$ cat src/rtl/clock_set_ctrl.sv
// Time-of-day controller: 1 Hz prescaler, HH:MM:SS counter and a four-state
// set-mode FSM driven by single-cycle mode/inc button pulses.

module clock_set_ctrl_chk (
    input  logic       clk,
    input  logic       reset,
    input  logic [4:0] hours,
    input  logic [5:0] mins,
    input  logic [5:0] secs,
    input  logic [1:0] mode,
    input  logic       tick
);

    // Registered outputs must stay in range; a tick only exists while running
    always_ff @(posedge clk) begin
        if (!reset) begin
            assert (hours <= 5'd23);
            assert (mins <= 6'd59);
            assert (secs <= 6'd59);
            assert (!(tick && (mode != 2'd0)));
        end
    end

endmodule

module clock_set_ctrl #(
    parameter int unsigned TICK_DIV = 100_000_000,
    parameter int unsigned CNT_W    = 32
) (
    input  logic       clk,
    input  logic       reset,
    input  logic       btn_mode,
    input  logic       btn_inc,
    output logic [4:0] hours,
    output logic [5:0] mins,
    output logic [5:0] secs,
    output logic [1:0] mode,
    output logic       tick
);

    typedef enum logic [1:0] {
        ST_RUN     = 2'd0,
        ST_SET_HR  = 2'd1,
        ST_SET_MIN = 2'd2,
        ST_SET_SEC = 2'd3
    } state_e;

    localparam logic [CNT_W-1:0] PRESC_LAST = CNT_W'(TICK_DIV - 1);
    localparam logic [CNT_W-1:0] PRESC_ONE  = CNT_W'(1);

    state_e           state_q, state_d;
    logic [CNT_W-1:0] presc_q, presc_d;
    logic [4:0]       hours_q, hours_d;
    logic [5:0]       mins_q,  mins_d;
    logic [5:0]       secs_q,  secs_d;
    logic             tick_q,  tick_d;
    logic             presc_done_s;
    logic             sec_wrap_s;
    logic             min_wrap_s;

    // ">=" rather than "==" folds any out-of-range value back to 0
    function automatic logic [4:0] inc_hours(input logic [4:0] v);
        if (v >= 5'd23) begin
            return 5'd0;
        end else begin
            return v + 5'd1;
        end
    endfunction

    function automatic logic [5:0] inc_sixty(input logic [5:0] v);
        if (v >= 6'd59) begin
            return 6'd0;
        end else begin
            return v + 6'd1;
        end
    endfunction

    assign presc_done_s = (presc_q >= PRESC_LAST);
    assign sec_wrap_s   = (secs_q >= 6'd59);
    assign min_wrap_s   = (mins_q >= 6'd59);

    // Next-state: a mode press outranks both inc and the prescaler terminal count
    always_comb begin
        state_d = state_q;
        presc_d = presc_q;
        hours_d = hours_q;
        mins_d  = mins_q;
        secs_d  = secs_q;
        tick_d  = 1'b0;

        if (btn_mode) begin
            presc_d = '0;
            case (state_q)
                ST_RUN:     state_d = ST_SET_HR;
                ST_SET_HR:  state_d = ST_SET_MIN;
                ST_SET_MIN: state_d = ST_SET_SEC;
                ST_SET_SEC: state_d = ST_RUN;
                default:    state_d = ST_RUN;
            endcase
        end else begin
            case (state_q)
                ST_RUN: begin
                    if (presc_done_s) begin
                        presc_d = '0;
                        tick_d  = 1'b1;
                        secs_d  = inc_sixty(secs_q);
                        if (sec_wrap_s) begin
                            mins_d = inc_sixty(mins_q);
                        end else begin
                            mins_d = mins_q;
                        end
                        if (sec_wrap_s && min_wrap_s) begin
                            hours_d = inc_hours(hours_q);
                        end else begin
                            hours_d = hours_q;
                        end
                    end else begin
                        presc_d = presc_q + PRESC_ONE;
                    end
                end
                ST_SET_HR: begin
                    presc_d = '0;
                    if (btn_inc) begin
                        hours_d = inc_hours(hours_q);
                    end else begin
                        hours_d = hours_q;
                    end
                end
                ST_SET_MIN: begin
                    presc_d = '0;
                    if (btn_inc) begin
                        mins_d = inc_sixty(mins_q);
                    end else begin
                        mins_d = mins_q;
                    end
                end
                ST_SET_SEC: begin
                    presc_d = '0;
                    if (btn_inc) begin
                        secs_d = inc_sixty(secs_q);
                    end else begin
                        secs_d = secs_q;
                    end
                end
                default: begin
                    state_d = ST_RUN;
                    presc_d = '0;
                end
            endcase
        end
    end

    // State and output registers with synchronous reset
    always_ff @(posedge clk) begin
        if (reset) begin
            state_q <= ST_RUN;
            presc_q <= '0;
            hours_q <= 5'd0;
            mins_q  <= 6'd0;
            secs_q  <= 6'd0;
            tick_q  <= 1'b0;
        end else begin
            state_q <= state_d;
            presc_q <= presc_d;
            hours_q <= hours_d;
            mins_q  <= mins_d;
            secs_q  <= secs_d;
            tick_q  <= tick_d;
        end
    end

    assign hours = hours_q;
    assign mins  = mins_q;
    assign secs  = secs_q;
    assign mode  = state_q;
    assign tick  = tick_q;

    clock_set_ctrl_chk u_chk (
        .clk   (clk),
        .reset (reset),
        .hours (hours_q),
        .mins  (mins_q),
        .secs  (secs_q),
        .mode  (state_q),
        .tick  (tick_q)
    );

endmodule
$ cat config.mk
export PLATFORM = sky130hd
export DESIGN_NAME = clock_set_ctrl
export DESIGN_NICKNAME = d
export VERILOG_FILES = /design/src/rtl/clock_set_ctrl.sv
export SDC_FILE = /design/constraint.sdc
export NUM_CORES = 1
export LEC_CHECK = 0
export BUFFER_PORTS_ARGS = -buffer_cell sky130_fd_sc_hd__buf_2
export CAP_MARGIN = 20
export CORE_AREA = 2 2 98 72
export DETAILED_ROUTE_END_ITERATION = 10
export DIE_AREA = 0 0 100 74
export SLEW_MARGIN = 20
export SYNTH_ARGS = -nofsm -noshare
export SYNTH_HDL_FRONTEND = slang
export SYNTH_SLANG_ARGS = --single-unit
$ cat constraint.sdc
create_clock -name clk -period 5.9 [get_ports clk]
set_input_delay 0.59 -clock clk [delete_from_list [all_inputs] [get_ports clk]]
set_output_delay 0.59 -clock clk [all_outputs]
set_load 0.01 [all_outputs]
# Word level (Yosys, flattened, before mapping)
# Cells that the tools add are included.
# word_totals
ramBits	0
romBits	0
ff_bits	52
mem_count	0
out_inout_bits	20
latch_bits	0
# classes
mul	0
add_sub_neg	4
reduce_logical	11
shifts	0
eq_ne	9
order_cmp	4
n_mux	18
n_div	0
bitwise	2
# ops
operator	n
$pmux 32 s2	1
$mux 6	7
$add 32x1->32 const B	1
$ge 32x27->1 const B	1
$mux 32	1
$pmux 6 s2	2
$mux 5	4
$add 6x1->6 const B	2
$ge 6x6->1 const B	2
$ne 2x2->1 const B	6
$pmux 5 s2	1
$reduce_and 5->1	2
$pmux 2 s4	1
$reduce_bool 2->1	3
$reduce_or 3->1	2
$add 5x1->5 const B	1
$ge 5x5->1 const B	1
$eq 2x2->1 const B	2
$reduce_and 4->1	1
$eq 2x1->1 const B	1
$logic_not 2->1	1
$not 1->1	2
$reduce_or 2->1	1
$logic_and 1x1->1	1
$mux 1	1

# Depth between registers and ports, before layout
# depth
word_depth	5
depth_mapped	8
ltp_nobuf	7

# Least setup slack after synthesis
# Ideal clock, no wire load.
# synth_path
path_type	reg2reg
start	register presc_q[19]
end	register mins_q[5] (netlist: mins[5])
required_time_ns	5.805
path_stages_with_launch	6
slack_ns	3.594
synth_period_minus_slack_ns	2.306
t_arrival_ns	2.210
setup_time_ns	0.095
path_cell_list	dfxtp_1 -> or4b_1 -> or4_4 -> o211a_1 -> or4_1 -> a221oi_1
# synth_between
elab_chain_cells	3
# synth_rtl
element	line	source
start, declared	52	logic [CNT_W-1:0] presc_q, presc_d;
start signal, assigned	164	presc_q <= presc_d;
$ge 32x27->1	78	assign presc_done_s = (presc_q >= PRESC_LAST);
$ne 2x2->1 (no source line)	-	
$reduce_and 5->1 (no source line)	-	
end signal, assigned	166	mins_q <= mins_d;
end, declared	54	logic [5:0] mins_q, mins_d;
# Every way passes these cells.
# A chain may end at the register's enable or synchronous reset.

# Final worst setup path
# layout_path
start	register presc_q[18]
end	register mins_q[5] (netlist: mins[5])
# Same word-level chain as after synthesis.

==> flow_results.org <==
** Critical path
- Register-to-register setup slack :: 3.21 ns
- The worst setup path is of the reg2reg kind.
- CP Launch Point :: presc_q[18]
- STA classifies the critical path startpoint as a flop.
- Worst Path Arrival :: 2.91 ns
- In this run the number of cells on the critical path is 5.
- In this run the critical register-to-register path is captured at mins[5].
- On the worst path, the slowest cell contributes a delay of 0.60 ns.
- Of all nets on the critical path, the largest fanout is 22.
- Slowest CP cell :: sky130_fd_sc_hd__or4_1
- The most critical setup path has its endpoint at mins[5].
- Critical path capture point type :: flop
- The critical path contains buffers and inverters numbering 0 combined.
- The worst register-to-register path begins at presc_q[18].
- The critical path goes through or4b_1, or4_4, o211a_1, or4_1, a221oi_1.
- Family with the most delay on the worst path :: simple AND/OR/NAND/NOR gates
- Counting cells, the worst reg-to-reg path comes to 5.
- At the worst endpoint, the required time is 6.12 ns.

** Clock network
- Number of instances resized during post-cts repair :: 0
- Hold repair after CTS inserted 0 buffers.
- The root buffer cell chosen for the clock tree is sky130_fd_sc_hd__clkbuf_8.
- Buffers inserted by post-CTS timing repair :: 0
- Worst-path clk slew :: 0.09 ns
- Skew-Pair Late Insertion Delay :: roughly 0.31 ns
- Number of buffers created by CTS :: 5
- The clock drives between 50 and 60 sinks.
- TritonCTS built the clock tree.
- In this run the deepest clock path goes through 2 buffers.
- CTS built an H-tree with a depth of 2.

** Logic synthesis
- Sequential-to-total area share from yosys stat :: 41.2%
- After synthesis the netlist holds a flip-flop and latch count of 52.
- The most used flip-flop cell after synthesis is sky130_fd_sc_hd__dfxtp_1.
- Each instance of the synthesized netlist takes up on average 8.59 µm².
- Count of flip-flops with a built-in enable after synthesis :: 0
- Cell area after synthesis :: approximately 2500 µm²
- Synthesized netlist cell count :: between 200 and 300
- Counting flops with an async set or reset pin after synthesis yields a share of 0%.
- Synth warn :: 0
- Yosys mapped the design onto ~50 distinct sky130hd cell types.

** STA
- Worst Skew :: 0.00708 ns
- Setup violations remaining at the end of the flow were counted as 0.
- Headroom to the max-slew limit came out at 43.3%.
- Final hold analysis gives a worst-case slack of 0.480 ns.
- The worst path needs between 2 and 3 ns of the cycle, external delays included.
- Transition time at the pin with the least slew margin :: ~0.85 ns
- Final max-slew violation count :: 0
- Summed over all failing endpoints, the final setup total negative slack is 0 ns.
- Hold Violations, Final :: 0
- Timing would allow up to 0.371 GHz.
- Setup repair after global routing missed its margin :: false
- Of the available clock period, the critical path in the final layout requires between 40% and 50%.

** Layout
- The number of antenna diodes in the final layout is 0.
- At the end of the flow, the number of nets in the layout was ~330.
- Of the cells placed in the final design, the portion with a size suffix greater than 1 is 10.9%.
- Relative to the synthesized area, the layout overhead comes to 10.6%.
- The finished cells cover 2790 µm².

** Detailed routing
- Number of vias in the routed layout :: 2185
- Number of iterations in the first detailed-routing pass :: 4
- Average wire per standard cell :: between 10 and 15 µm
- In the routed design, unresolved DRC markers number 0.
- Iter 0 DRT Violations :: 117
- Total length of routed wires :: around 5500 µm
- Via-to-Cell Ratio :: 5.45
- Routed Antenna Nets :: 0

** Global routing
- Overall routing resource usage :: 15.6%
- Largest net degree at the start of global routing :: 27
- GRT Residual Overflow :: 0
- First-pass GRT wire length :: 9200 µm
- Number of antenna violations at the first check in global routing :: 0
- The number of global-route vias before repair is 1882.

** Place
- Port bufs :: 23
- Cell Area, Placed :: 2710 µm²
- Final Wtd Congestion :: about 0.8
- The HPWL after detailed placement is 3900 µm.

** Power and ir drop
- The internal portion of the total power is 0.458 mW.
- Standby leakage power :: roughly 1 nW
- Proportion of power drawn by the clock network :: 33.7%
- Switching share of total power :: 25.7%
- Combinational logic is responsible for 7.2% of the overall power.
- Seq pwr share :: approximately three fifths
- For this design the ratio of total power to cell area is 221 nW/µm².
- Maximum vdd ir drop :: 0.103 mV
- Summed over all nets, the switching power comes to 0.158 mW.

** Floorplan
- In this run the standard cell core region covers 6510 µm².
- Die outline area :: ~7400 µm²
- Die span in y :: roughly 74 µm
- IO Pins :: 24
- Initial core utilization :: 38.8%
- DIE WIDTH :: 100 µm
- Placement row count :: 25

** Run
- MaxCap Viol Count :: 0

** Worst hold path
- Hold Startpoint :: presc_q[0]
- The tightest min-delay check is of the reg2reg type.

** Status
- Run status :: finished, final reports clean
[layer usage]
metal  global-route usage [%]  wire [µm]  vias to the layer above
met5                        0          0                        -
met3                     3.29        258                        6
met2                     20.9       2150                       57
li1                         -          -                     1121
met1                     24.5       3060                     1001
met4                     5.02         65                        0
[registers in the layout, indices dropped and copies added, names as in the netlist]
signal and cells:
mode 2, secs 6, tick 1, presc_q 32
hours 5, mins 6
[through the flow]
stage / cells / power (mW) / utilization (%) / worst slack, ns
after CTS: 401 / 0.621 / 42.9 / 3.20
after detailed placement: 393 / 0.416 / 41.6 / 3.23
final: 401 / 0.616 / 42.9 / 3.21
after floorplan: 298 / 0.402 / - / 3.59
after global placement: 393 / 0.415 / 41.6 / 3.28
after global routing: 401 / 0.643 / 42.9 / 3.03
[logic make-up after synthesis]
| logic type | after synthesis | share of synthesized area, % |
|---|---|---|
| buffers and inverters | 15 | 2.97 |
| and+or+nand+nor | 141 | 29.1 |
| muxes | 4 | 1.59 |
| DFF | 52 | 41.2 |
| xor gates and xnor gates | 22 | 7.63 |
| other | 1 | 0.148 |
| AOI/OAI and AO/OA | 50 | 13.0 |
| adders and majority gates | 9 | 4.36 |
[synthesized netlist by cell type, types with 7 or more instances]
library cell	n	area share, %
sky130_fd_sc_hd__nor3_1	8	1.6
sky130_fd_sc_hd__xor2_1	8	2.8
sky130_fd_sc_hd__dfxtp_1	52	41
sky130_fd_sc_hd__a21oi_1	11	2.2
sky130_fd_sc_hd__ha_1	8	4.0
sky130_fd_sc_hd__o21ai_0	13	2.6
sky130_fd_sc_hd__xnor2_1	14	4.9
sky130_fd_sc_hd__nor2_1	39	5.8
sky130_fd_sc_hd__nand2_1	24	3.6
sky130_fd_sc_hd__nand3_1	18	3.6
sky130_fd_sc_hd__nand4_1	12	3.0
sky130_fd_sc_hd__or4_1	7	2.1
[layout make-up]
| cell class | count | area (µm²) |
|---|---|---|
| multi-input combinational | 231 | 1430 |
| inverter | 6 | 22.5 |
| sequential | 52 | 1040 |
| timing repair buffer | 23 | 115 |
| tap | 81 | 101 |
| clock inverter | 2 | 16.3 |
| clock buffer | 6 | 72.6 |
| fill | 670 | 3710 |
[layout by cell type, fill, tap and decap left out, types with 7 or more instances in the layout]
| cell type | Yosys | routed |
|---|---|---|
| sky130_fd_sc_hd__ha_1 | 8 | 8 |
| sky130_fd_sc_hd__nand3_1 | 18 | 18 |
| sky130_fd_sc_hd__o21ai_0 | 13 | 13 |
| sky130_fd_sc_hd__nor3_1 | 8 | 8 |
| sky130_fd_sc_hd__xnor2_1 | 14 | 14 |
| sky130_fd_sc_hd__nand4_1 | 12 | 12 |
| sky130_fd_sc_hd__or4_1 | 7 | 7 |
| sky130_fd_sc_hd__dfxtp_1 | 52 | 52 |
| sky130_fd_sc_hd__xor2_1 | 8 | 8 |
| sky130_fd_sc_hd__nor2_1 | 39 | 39 |
| sky130_fd_sc_hd__nand2_1 | 24 | 24 |
| sky130_fd_sc_hd__buf_2 | 0 | 23 |
| sky130_fd_sc_hd__a21oi_1 | 11 | 11 |
[power groups by stage]
stage               clock network, mW  registers [mW]  logic, mW
finish                          0.208           0.364     0.0444
global route                    0.227           0.365     0.0507
CTS                             0.213           0.364     0.0443
detailed placement                  0           0.372     0.0440
global placement                    0           0.372     0.0434
floorplan                           0           0.373     0.0291
[worst min-delay path by stage]
stage                       endpoint  slack (ns)  cells after the start
after floorplan           presc_q[0]        0.43                      1
after global placement    presc_q[0]        0.44                      1
after detailed placement  presc_q[0]        0.46                      1
after CTS                 presc_q[0]        0.48                      1
after global routing      presc_q[0]        0.50                      1
final                     presc_q[0]        0.48                      1
No activity file was read; power rests on OpenSTA's default activity.
